[src/rtl/rotate_amount_finder.sv]
`default_nettype none
// ============================================================================
//  Module   : rotate_amount_finder
//  Purpose  : Recovers the move/direction pair of an 8-bit rotation by
//             stepping a left-rotated candidate one position per clock.
//  Revision : 1.0
// ============================================================================
module rotate_amount_finder (
   input  logic       clk,
   input  logic       rst,
   input  logic       start,
   input  logic [7:0] original,
   input  logic [7:0] rotated,
   output logic       busy,
   output logic       done,
   output logic       found,
   output logic [2:0] move,
   output logic       direction
);

   localparam logic [1:0] S_IDLE   = 2'd0;
   localparam logic [1:0] S_SEARCH = 2'd1;
   localparam logic [1:0] S_DONE   = 2'd2;

   logic [1:0] state_q, state_d;
   logic [7:0] cand_q, cand_d;
   logic [7:0] tgt_q, tgt_d;
   logic [2:0] k_q, k_d;
   logic       busy_q, busy_d;
   logic       done_q, done_d;
   logic       found_q, found_d;
   logic [2:0] move_q, move_d;
   logic       direction_q, direction_d;

   logic       w_match;
   logic       w_last_step;

   assign w_match     = (cand_q == tgt_q);
   assign w_last_step = (k_q == 3'd7);

   // State register and all datapath/output flops
   always_ff @(posedge clk) begin
      if (rst) begin
         state_q     <= S_IDLE;
         cand_q      <= 8'h00;
         tgt_q       <= 8'h00;
         k_q         <= 3'd0;
         busy_q      <= 1'b0;
         done_q      <= 1'b0;
         found_q     <= 1'b0;
         move_q      <= 3'd0;
         direction_q <= 1'b0;
      end else begin
         state_q     <= state_d;
         cand_q      <= cand_d;
         tgt_q       <= tgt_d;
         k_q         <= k_d;
         busy_q      <= busy_d;
         done_q      <= done_d;
         found_q     <= found_d;
         move_q      <= move_d;
         direction_q <= direction_d;
      end
   end

   // Next-state logic
   always_comb begin
      state_d = state_q;
      case (state_q)
         S_IDLE: begin
            if (start) begin
               state_d = S_SEARCH;
            end
         end
         S_SEARCH: begin
            if (w_match || w_last_step) begin
               state_d = S_DONE;
            end
         end
         S_DONE: begin
            state_d = S_IDLE;
         end
         default: begin
            state_d = S_IDLE;
         end
      endcase
   end

   // Datapath and registered-output next values
   always_comb begin
      cand_d      = cand_q;
      tgt_d       = tgt_q;
      k_d         = k_q;
      found_d     = found_q;
      move_d      = move_q;
      direction_d = direction_q;
      busy_d      = (state_d == S_SEARCH);
      done_d      = (state_d == S_DONE);

      case (state_q)
         S_IDLE: begin
            if (start) begin
               cand_d = original;
               tgt_d  = rotated;
               k_d    = 3'd0;
            end
         end
         S_SEARCH: begin
            if (w_match) begin
               found_d = 1'b1;
               // Left steps above 4 are reported as the shorter right rotation
               if (k_q <= 3'd4) begin
                  direction_d = 1'b0;
                  move_d      = k_q;
               end else begin
                  direction_d = 1'b1;
                  move_d      = ~k_q + 3'd1;
               end
            end else if (w_last_step) begin
               found_d     = 1'b0;
               move_d      = 3'd0;
               direction_d = 1'b0;
            end else begin
               cand_d = {cand_q[6:0], cand_q[7]};
               k_d    = k_q + 3'd1;
            end
         end
         default: begin
         end
      endcase
   end

   assign busy      = busy_q;
   assign done      = done_q;
   assign found     = found_q;
   assign move      = move_q;
   assign direction = direction_q;

endmodule
`default_nettype wire
[config.mk]
export PLATFORM = sky130hd
export DESIGN_NAME = rotate_amount_finder
export DESIGN_NICKNAME = d
export VERILOG_FILES = /design/src/rtl/rotate_amount_finder.sv
export SDC_FILE = /design/constraint.sdc
export NUM_CORES = 1
export LEC_CHECK = 0
export CAP_MARGIN = 20
export CORE_ASPECT_RATIO = 0.9
export CORE_UTILIZATION = 51
export DETAILED_ROUTE_END_ITERATION = 12
export GPL_ROUTABILITY_DRIVEN = 0
export PLACE_DENSITY = 0.76
export SYNTH_ARGS = -nofsm -noshare
export SYNTH_HDL_FRONTEND = slang
export SYNTH_SLANG_ARGS = --single-unit
[constraint.sdc]
create_clock -name clk -period 2.49 [get_ports clk]
set_input_delay 0.3735 -clock clk [delete_from_list [all_inputs] [get_ports clk]]
set_output_delay 0.3735 -clock clk [all_outputs]
set_load 0.1 [all_outputs]
==> flow_summary.ini, run 1 <==
[cts]
cts_resized = 0
numCtsBuffers = 3
clock-sinks = 28
cts_tree = yes
root_buffer = clkbuf_4
clockBufferDepth = 2
cts-hold-fix-buffers = 0
clk_latency_ps = 330
clk_pin_slew_ps = 140
post_cts_buffers = 0
h-tree-depth = 1

[die]
fp.dieArea_um2 = 3460
initial_utilization = 0.537
rows = 19
design.portCount = 26
die_x_um = 61.9
core_um2 = 3070
die_h_um = 55.9

[timing]
layout_setup_ws_ps = 673
maxSlewViolCount = 0
rsz0062_at_grt = no
hold_viol_final = 0
tightest_slew_ps = 536
finalClockSkew_ps = 4.08
period_needed_ps = 1820
fmax_ghz = 0.550
setup_tns_ps = 0
relSlewSlack = 0.642
setup_viol = 0
fin_crit_sh = 0.730

[synthesis]
synth_area_um2 = 1650
synth_seq_cells = 28
seq_area_frac_synth = 0.340
syn_inst = 188
synthesis.nets = 210
synth_ff_type = dfxtp_1
syn_avg_cell_area_um2 = 8.77
synth_area_leaders = dfxtp_1, a21oi_1, mux2_2
synth-edff-count = 0
async_flop_share = 0
yosysWarningCount = 0
synth_largest_area_cell = dfxtp_1
synth_top_area_frac = 0.340
synth_cell_types = 40

[place]
dp_slack_ps = 401
hpwl_mm = 2.82
numPortBuffers = 25
place_area_um2 = 1870

[global_route]
grt_overflow_total = 0
grt_max_degree = 18
met1_usage = 0.355
grt_first_pass_wirelength_mm = 6.51
use_met2 = 0.392
grt_usage = 0.257
grt.busiest_layer = met2
first_global_vias = 1449
use_met3 = 0.0442
antenna_found_initial = 0

[drt]
drt.antenna.violating_nets = 0
viasPerCell = 6.08
routedWlPerCell_um = 15.7
wirelength_mm = 3.90
firstDrtPassIters = 4
drc_errors = 0
num_vias = 1514
drt_iter0_drc = 147

[min_path]
min-delay-start = tgt_q[2]$_SDFFE_PP0P_
min_path_type = flip-flop to flip-flop
whs_path_depth = 2
whs_endpoint = tgt_q[2]$_SDFFE_PP0P_

[pwr]
power_density_nw_per_um2 = 686
p_total_mw = 1.30
peakVddDrop_uv = 346
leakagePower_nw = 0.688

[layout]
antenna_cells = 0
areaGrowthSynthToFinish_pct = 15.0
layout-drive-gt1-share = 0.135
fin_area_um2 = 1900
final_util = 0.618
final_nets = 231

[setup_path]
cp_max_fo = 14
cp.arrival_ps = 2060
rr_worst_depth = 4
reg2reg_to = k_q[1]$_SDFFE_PP0P_
cp-start-kind = flip-flop
required_ps = 2730
crit_type = flip-flop to flip-flop
end_kind = flip-flop
r2r_slack_ps = 670
r2r_start = cand_q[6]$_SDFFE_PP0P_

[status]
status = finished clean

[flow_run]
maxCapViolCount = 0
per-layer routing:
layer	vias up	routed length, um
li1	741	-
met5	-	0
met3	5	270
met2	61	1870
met4	0	50
met1	707	1710
registers in the layout (all words and copies together) (netlist names):
register   flops
cand_q         8
tgt_q          8
k_q            3
move           3
state_q        2
busy           1
direction      1
done           1
found          1
worst max-delay path: stages, from the launching register on:
cell     delay, ps
dfxtp_1        480
xnor2_1        160
and4_1         570
nand2_1        220
a32o_1         300
cells by family (layout without fill, tap and decap cells):
kind of cell / after synthesis / count (layout) / synth area share
buffers and inverters: 19 / 38 / 0.0752
adder cells (fa/ha/maj): 3 / 3 / 0.0228
AND/OR/NAND/NOR: 59 / 59 / 0.207
AO/OA/AOI/OAI: 62 / 62 / 0.248
XOR/XNOR: 8 / 8 / 0.0425
multiplexers: 9 / 9 / 0.0638
flip-flops: 28 / 28 / 0.340
how the worst max path moves through the flow:
stage	startpoint	endpoint	slack (ps)
6_report	cand_q[6]$_SDFFE_PP0P_	k_q[1]$_SDFFE_PP0P_	670
5_1_grt	cand_q[6]$_SDFFE_PP0P_	k_q[1]$_SDFFE_PP0P_	570
4_1_cts	cand_q[7]$_SDFFE_PP0P_	k_q[1]$_SDFFE_PP0P_	710
3_5_place_dp	start	k_q[2]$_SDFFE_PP0P_	400
3_3_place_gp	start	k_q[2]$_SDFFE_PP0P_	500
2_1_floorplan	k_q[0]$_SDFFE_PP0P_	k_q[1]$_SDFFE_PP0P_	970
per-stage QoR:
| step | hold slack (ps) | cells |
|---|---|---|
| 5_1_grt | 512 | 249 |
| 4_1_cts | 490 | 249 |
| 6_report | 486 | 249 |
| 2_1_floorplan | 449 | 188 |
| 3_5_place_dp | 472 | 246 |
| 3_3_place_gp | 460 | 246 |
placed cells by master, fill, tap and decap left out, drive strengths merged:
master         netlist  final
a2111oi              1      1
nand3                1      1
ha                   3      3
a211oi               2      2
a21o                 1      1
o211ai              10     10
mux2                 9      9
nand2               21     21
nor3b                1      1
and3b                1      1
o2bb2ai              1      1
nand2b               2      2
nor2                 1      1
xnor2                8      8
a21boi               1      1
and2b                8      8
dfxtp               28     28
inv                  3      3
and2                 1      1
o21ai                7      7
a21oi               18     18
clkdlybuf4s50        0     18
buf                 12     14
clkbuf               4      3
nand4               12     12
a31oi               10     10
nor3                 5      5
a2bb2oi              8      8
nor2b                4      4
and4                 2      2
a32o                 2      2
o2111ai              1      1
cells in the mapped netlist (2+ instances only):
library cell and instances:
a32o_1 2, buf_4 4, nor3_1 3, nand2b_1 2, inv_1 3, nor2b_1 4, ha_1 3, mux2_2 8
xnor2_1 8, dfxtp_1 28, nand4_1 12, clkbuf_1 3, o21ai_0 6, and2b_1 8, a2bb2oi_1 8, a21oi_1 18
and4_1 2, o211ai_1 10, buf_2 4, nand2_1 21, buf_6 2, a211oi_1 2, a31oi_1 10
power breakdown:
| part | total, mW | leakage (nW) | switching, mW | internal (mW) |
|---|---|---|---|---|
| combinational | 0.560 | 0.444 | 0.351 | 0.209 |
| sequential | 0.554 | 0.230 | 0.0550 | 0.499 |
| clock | 0.187 | 0.0138 | 0.130 | 0.0570 |
| total | 1.30 | 0.688 | 0.535 | 0.765 |
final cells by class:
| class | count | area (um^2) |
|---|---|---|
| fillers | 261 | 1170 |
| well taps | 42 | 52.6 |
| flip-flops and latches | 28 | 561 |
| repair buffers | 32 | 285 |
| clock buffers | 3 | 22.5 |
| inverters | 3 | 11.3 |
| multi-input cells | 141 | 963 |
(Power assumes the default switching activity.)
==> inputs of run 2 (changes only) <==
CORE_UTILIZATION = 48   (was 51)
PLACE_DENSITY = 0.75   (was 0.76)
clock period = 1.5 ns   (was 2.49 ns; I/O delays follow)
==> flow_summary.ini, run 2 (synthesized netlist as in run 1, its figures left out) <==
[die]
design.portCount = 26
rows = 19
initial_utilization = 0.521
die_x_um = 63.8
core_um2 = 3160
fp.dieArea_um2 = 3670
die_h_um = 57.6

[min_path]
min_path_type = flip-flop to flip-flop
whs_path_depth = 2
min-delay-start = tgt_q[4]$_SDFFE_PP0P_
whs_endpoint = tgt_q[4]$_SDFFE_PP0P_

[pwr]
peakVddDrop_uv = 685
power_density_nw_per_um2 = 1220
p_total_mw = 2.78
leakagePower_nw = 0.854

[layout]
multi_input_area_um2 = 1020
areaGrowthSynthToFinish_pct = 39.0
final_common_cell = buf_4
final_cell_mix = buf_4, dfxtp_1, nand2_1, a21oi_1, clkdlybuf4s50_1
final_nets = 254
reg_top3 = cand_q: 8 flops, tgt_q: 8 flops
regArea_um2 = 568
final_util = 0.725
antenna_cells = 0
fill_cells = 242
layout-drive-gt1-share = 0.294

[setup_path]
r2r_slack_ps = -7
r2r_start = cand_q[7]$_SDFFE_PP0P_
reg2reg_to = busy$_SDFF_PP0_
cp-start-kind = flip-flop
worstPathCellList = xnor2_1, nand4_1, o21ai_0, o21ai_0
cp_max_fo = 4
cp.arrival_ps = 1650
path_common_cell = o21ai_0
rr_worst_depth = 4
cpMaxStageDelayCell = o21ai_0
crit_type = flip-flop to flip-flop
max_stage_delay_ps = 400
required_ps = 1640
end_kind = flip-flop

[drt]
routedWlPerCell_um = 17.2
drc_errors = 0
viasPerCell = 6.11
wirelength_mm = 4.70
num_vias = 1667
drt_iter0_drc = 115
firstDrtPassIters = 4
drt.antenna.violating_nets = 0

[timing]
finalClockSkew_ps = 12.3
tightest_slew_ps = 417
setup_viol = 1
relSlewSlack = 0.722
rsz0062_at_grt = yes
maxSlewViolCount = 0
period_needed_ps = 1510
hold_viol_final = 0
fin_crit_sh = 1.00
layout_setup_ws_ps = -6.53
hold_ws_ps = 474
fmax_ghz = 0.664

[status]
violations = negative setup slack
status = finished with violations

[place]
hpwl_mm = 3.33
numPortBuffers = 25

[cts]
clockBufferDepth = 2
root_buffer = clkbuf_8
cts_tree = yes
clk_latency_ps = 290
clock-sinks = 28
numCtsBuffers = 3
clk_pin_slew_ps = 110
h-tree-depth = 1
cts-hold-fix-buffers = 0

[global_route]
first_global_vias = 1636
grt_usage = 0.258
grt_first_pass_wirelength_mm = 7.29
grt_overflow_total = 0
antenna_found_initial = 0
grt_max_degree = 17

[flow_run]
maxCapViolCount = 0
[run 2: cell count changes in the layout (fill, tap and decap cells not counted), moves of 3 or more]
cell      delta
dfxtp_2      +3
ha_1         -3
dfxtp_1      -4
buf_12       +8
buf_4       +13
clkbuf_8     +3
clkbuf_4     -3
[run 2: layer usage]
| metal | wire length (um) | GRT usage |
|---|---|---|
| met5 | 0 | 0 |
| met2 | 2270 | 0.435 |
| met3 | 360 | 0.0560 |
| met4 | 101 | 0.0942 |
| met1 | 1970 | 0.323 |
[run 2: cell type report]
type | instances | share of cell area
multi-input combinational | 141 | 0.446
sequential | 28 | 0.248
clock buffer | 3 | 0.0180
tap | 42 | 0.0229
clock inverter | 1 | 0.0131
timing repair buffer | 55 | 0.247
inverter | 3 | 0.00492
[run 2: what timing repair did]
item	4_1_cts	5_1_grt
resized for setup	6	17
buffers inserted	0	3
pin swaps	0	3
setup endpoints to repair	14	19
hold endpoints to repair	0	0
[run 2: worst max-delay path by stage]
stage / startpoint / endpoint / slack [ps]
detailed placement: start / tgt_q[7]$_SDFFE_PP0P_ / -150
finish: cand_q[7]$_SDFFE_PP0P_ / busy$_SDFF_PP0_ / -7
global route: k_q[0]$_SDFFE_PP0P_ / direction$_SDFFE_PP0P_ / -80
floorplan: k_q[0]$_SDFFE_PP0P_ / k_q[1]$_SDFFE_PP0P_ / 30
CTS: state_q[1]$_SDFF_PP0_ / direction$_SDFFE_PP0P_ / 20
global placement: start / tgt_q[6]$_SDFFE_PP0P_ / -100
[run 2: worst max-delay path, delay by kind of cell, from the launching register on]
| kind | cells | cell delay, ps |
|---|---|---|
| AO/OA/AOI/OAI | 2 | 570 |
| XOR/XNOR | 1 | 220 |
| AND/OR/NAND/NOR | 1 | 220 |
| flip-flops | 1 | 360 |
[run 2: through the flow]
step                setup WS (ps)  setup TNS, ps  std cells  cell area (um^2)
floorplan                    29.2              0        188              1650
global placement            -99.0          -1420        266              2120
detailed placement           -147          -1950        266              2120
global route                -77.7           -461        273              2290
CTS                          23.6              0        270              2200
finish                      -6.53          -6.53        273              2290
[run 2: report_power, final]
group / switching, mW / leakage (nW) / internal, mW
sequential: 0.0945 / 0.232 / 0.832
clock: 0.256 / 0.0357 / 0.358
combinational: 0.672 / 0.587 / 0.572
==> inputs of run 3 (changes only) <==
--- a/config.mk
+++ b/config.mk
@@ -9,7 +9,9 @@
 export CORE_ASPECT_RATIO = 0.9
 export CORE_UTILIZATION = 48
+export CTS_CLUSTER_DIAMETER = 100
 export DETAILED_ROUTE_END_ITERATION = 12
 export GPL_ROUTABILITY_DRIVEN = 0
 export PLACE_DENSITY = 0.75
+export SLEW_MARGIN = 20
 export SYNTH_ARGS = -nofsm -noshare
 export SYNTH_HDL_FRONTEND = slang
==> constraint.sdc (replaced) <==
create_clock -name clk -period 1.5 [get_ports clk]
set_input_delay 0.3 -clock clk [delete_from_list [all_inputs] [get_ports clk]]
set_output_delay 0.3 -clock clk [all_outputs]
set_load 0.1 [all_outputs]
==> flow_summary.ini, run 3 (synthesized netlist as in run 1, its figures left out) <==
[place]
numPortBuffers = 25
dp_cells = 265
dp_slack_ps = -208
hpwl_mm = 3.26

[die]
initial_utilization = 0.521
rows = 19
die_h_um = 57.6
fp.dieArea_um2 = 3670
die_x_um = 63.8
design.portCount = 26
core_um2 = 3160

[timing]
tightest_slew_ps = 468
finalClockSkew_ps = 10.0
fmax_ghz = 0.682
period_needed_ps = 1470
setup_viol = 0
rsz0062_at_grt = yes
layout_setup_ws_ps = 34.7
hold_viol_final = 0
fin_crit_sh = 0.977
relSlewSlack = 0.688
maxSlewViolCount = 0
setup_tns_ps = 0
hold_ws_ps = 480

[layout]
final_common_cell = buf_4
antenna_cells = 0
final_cell_mix = buf_4, dfxtp_1, nand2_1, a21oi_1, clkdlybuf4s50_1
reg_top3 = cand_q: 8 flops, tgt_q: 8 flops
layout-drive-gt1-share = 0.279
areaGrowthSynthToFinish_pct = 37.1
final_nets = 252
fill_cells = 232
final_util = 0.714
fin_cells = 271

[setup_path]
cp-start-kind = flip-flop
crit_type = flip-flop to flip-flop
cp.buffers_inverters = 1
path_common_cell = ha_4
cp_max_fo = 5
cp.arrival_ps = 1670
cpMaxStageDelayCell = dfxtp_4
required_ps = 1710
worstPathCellList = ha_4, ha_4, nor3_4, buf_6, o211ai_1, a31oi_1
max_stage_delay_ps = 370
cp_top_family = flip-flops
end_kind = flip-flop

[global_route]
grt_usage = 0.255
grt_first_pass_wirelength_mm = 7.23
first_global_vias = 1585
grt_overflow_total = 0
antenna_found_initial = 0
grt_max_degree = 16

[pwr]
swShare = 0.378
leakagePower_nw = 0.835
p_switching_uw = 999
internal_power_mw = 1.64
combPwrFrac = 0.469
power_density_nw_per_um2 = 1170
p_seq_frac = 0.349
peakVddDrop_uv = 718
p_clk_frac = 0.181

[drt]
num_vias = 1665
routedWlPerCell_um = 16.7
wirelength_mm = 4.53
viasPerCell = 6.14
drt.antenna.violating_nets = 0
firstDrtPassIters = 4
drt_iter0_drc = 135
drc_errors = 0

[cts]
clk_pin_slew_ps = 100
numCtsBuffers = 3
clock-sinks = 28
clk_latency_ps = 280
cts_tree = yes
clockBufferDepth = 2
h-tree-depth = 1
root_buffer = clkbuf_8

[min_path]
min_path_type = flip-flop to flip-flop

[flow_run]
maxCapViolCount = 0

[status]
status = finished clean
==> run 3: cell types whose count changed in the layout (fill, tap and decap cells not counted), sizes merged <==
cell,change
buf,-2
bufinv,-1
clkbuf,+1
==> run 3: repair_timing <==
item / in CTS / in global routing
resized for setup: 5 / 21
hold buffers: 0 / 0
cloned: 0 / 0
pin swaps: 0 / 8
setup endpoints to repair: 14 / 27
buffers inserted: 0 / 2
==> run 3: final cells by class <==
type                    count  area, um^2  share of cell area
inverters                   3        11.3             0.00499
well taps                  42        52.6              0.0233
flip-flops and latches     28         569               0.252
repair buffers             53         554               0.245
multi-input cells         141        1020               0.450
clock buffers               4        55.1              0.0244
==> run 3: final timing paths <==
check                                            from                     end  slack (ps)  depth (start not counted)
worst min register to register  tgt_q[2]$_SDFFE_PP0P_   tgt_q[2]$_SDFFE_PP0P_         480                          2
worst max register to register    k_q[0]$_SDFFE_PP0P_  cand_q[1]$_SDFFE_PP0P_          30                          6
worst min-delay path            tgt_q[2]$_SDFFE_PP0P_   tgt_q[2]$_SDFFE_PP0P_         480                          2
worst max-delay path              k_q[0]$_SDFFE_PP0P_  cand_q[1]$_SDFFE_PP0P_          30                          6
==> run 3: metal layers <==
| metal | global-route usage | vias up | wire length (um) |
|---|---|---|---|
| met2 | 0.429 | 80 | 2190 |
| met4 | 0.0877 | 0 | 94 |
| met5 | 0 | - | 0 |
| met1 | 0.323 | 789 | 1950 |
| li1 | - | 784 | - |
| met3 | 0.0580 | 12 | 305 |
==> run 3: power groups by stage <==
stage / combinational (mW) / clock (mW) / sequential, mW
floorplan: 0.629 / 0 / 1.04
global placement: 1.11 / 0 / 0.925
detailed placement: 1.13 / 0 / 0.930
CTS: 1.15 / 0.487 / 0.914
global route: 1.31 / 0.510 / 0.930
finish: 1.24 / 0.478 / 0.922
==> run 3: tightest hold or removal path, delay by kind of cell, from the launching register on <==
family | cells | cell delay, ps
AO/OA/AOI/OAI | 1 | 50
flip-flops | 1 | 330
AND/OR/NAND/NOR | 1 | 60
==> run 3: through the flow <==
step / total power, mW / area, um^2
final: 2.64 / 2260
after floorplan: 1.67 / 1650
after CTS: 2.55 / 2190
after global routing: 2.75 / 2260
after detailed placement: 2.06 / 2120
after global placement: 2.03 / 2120
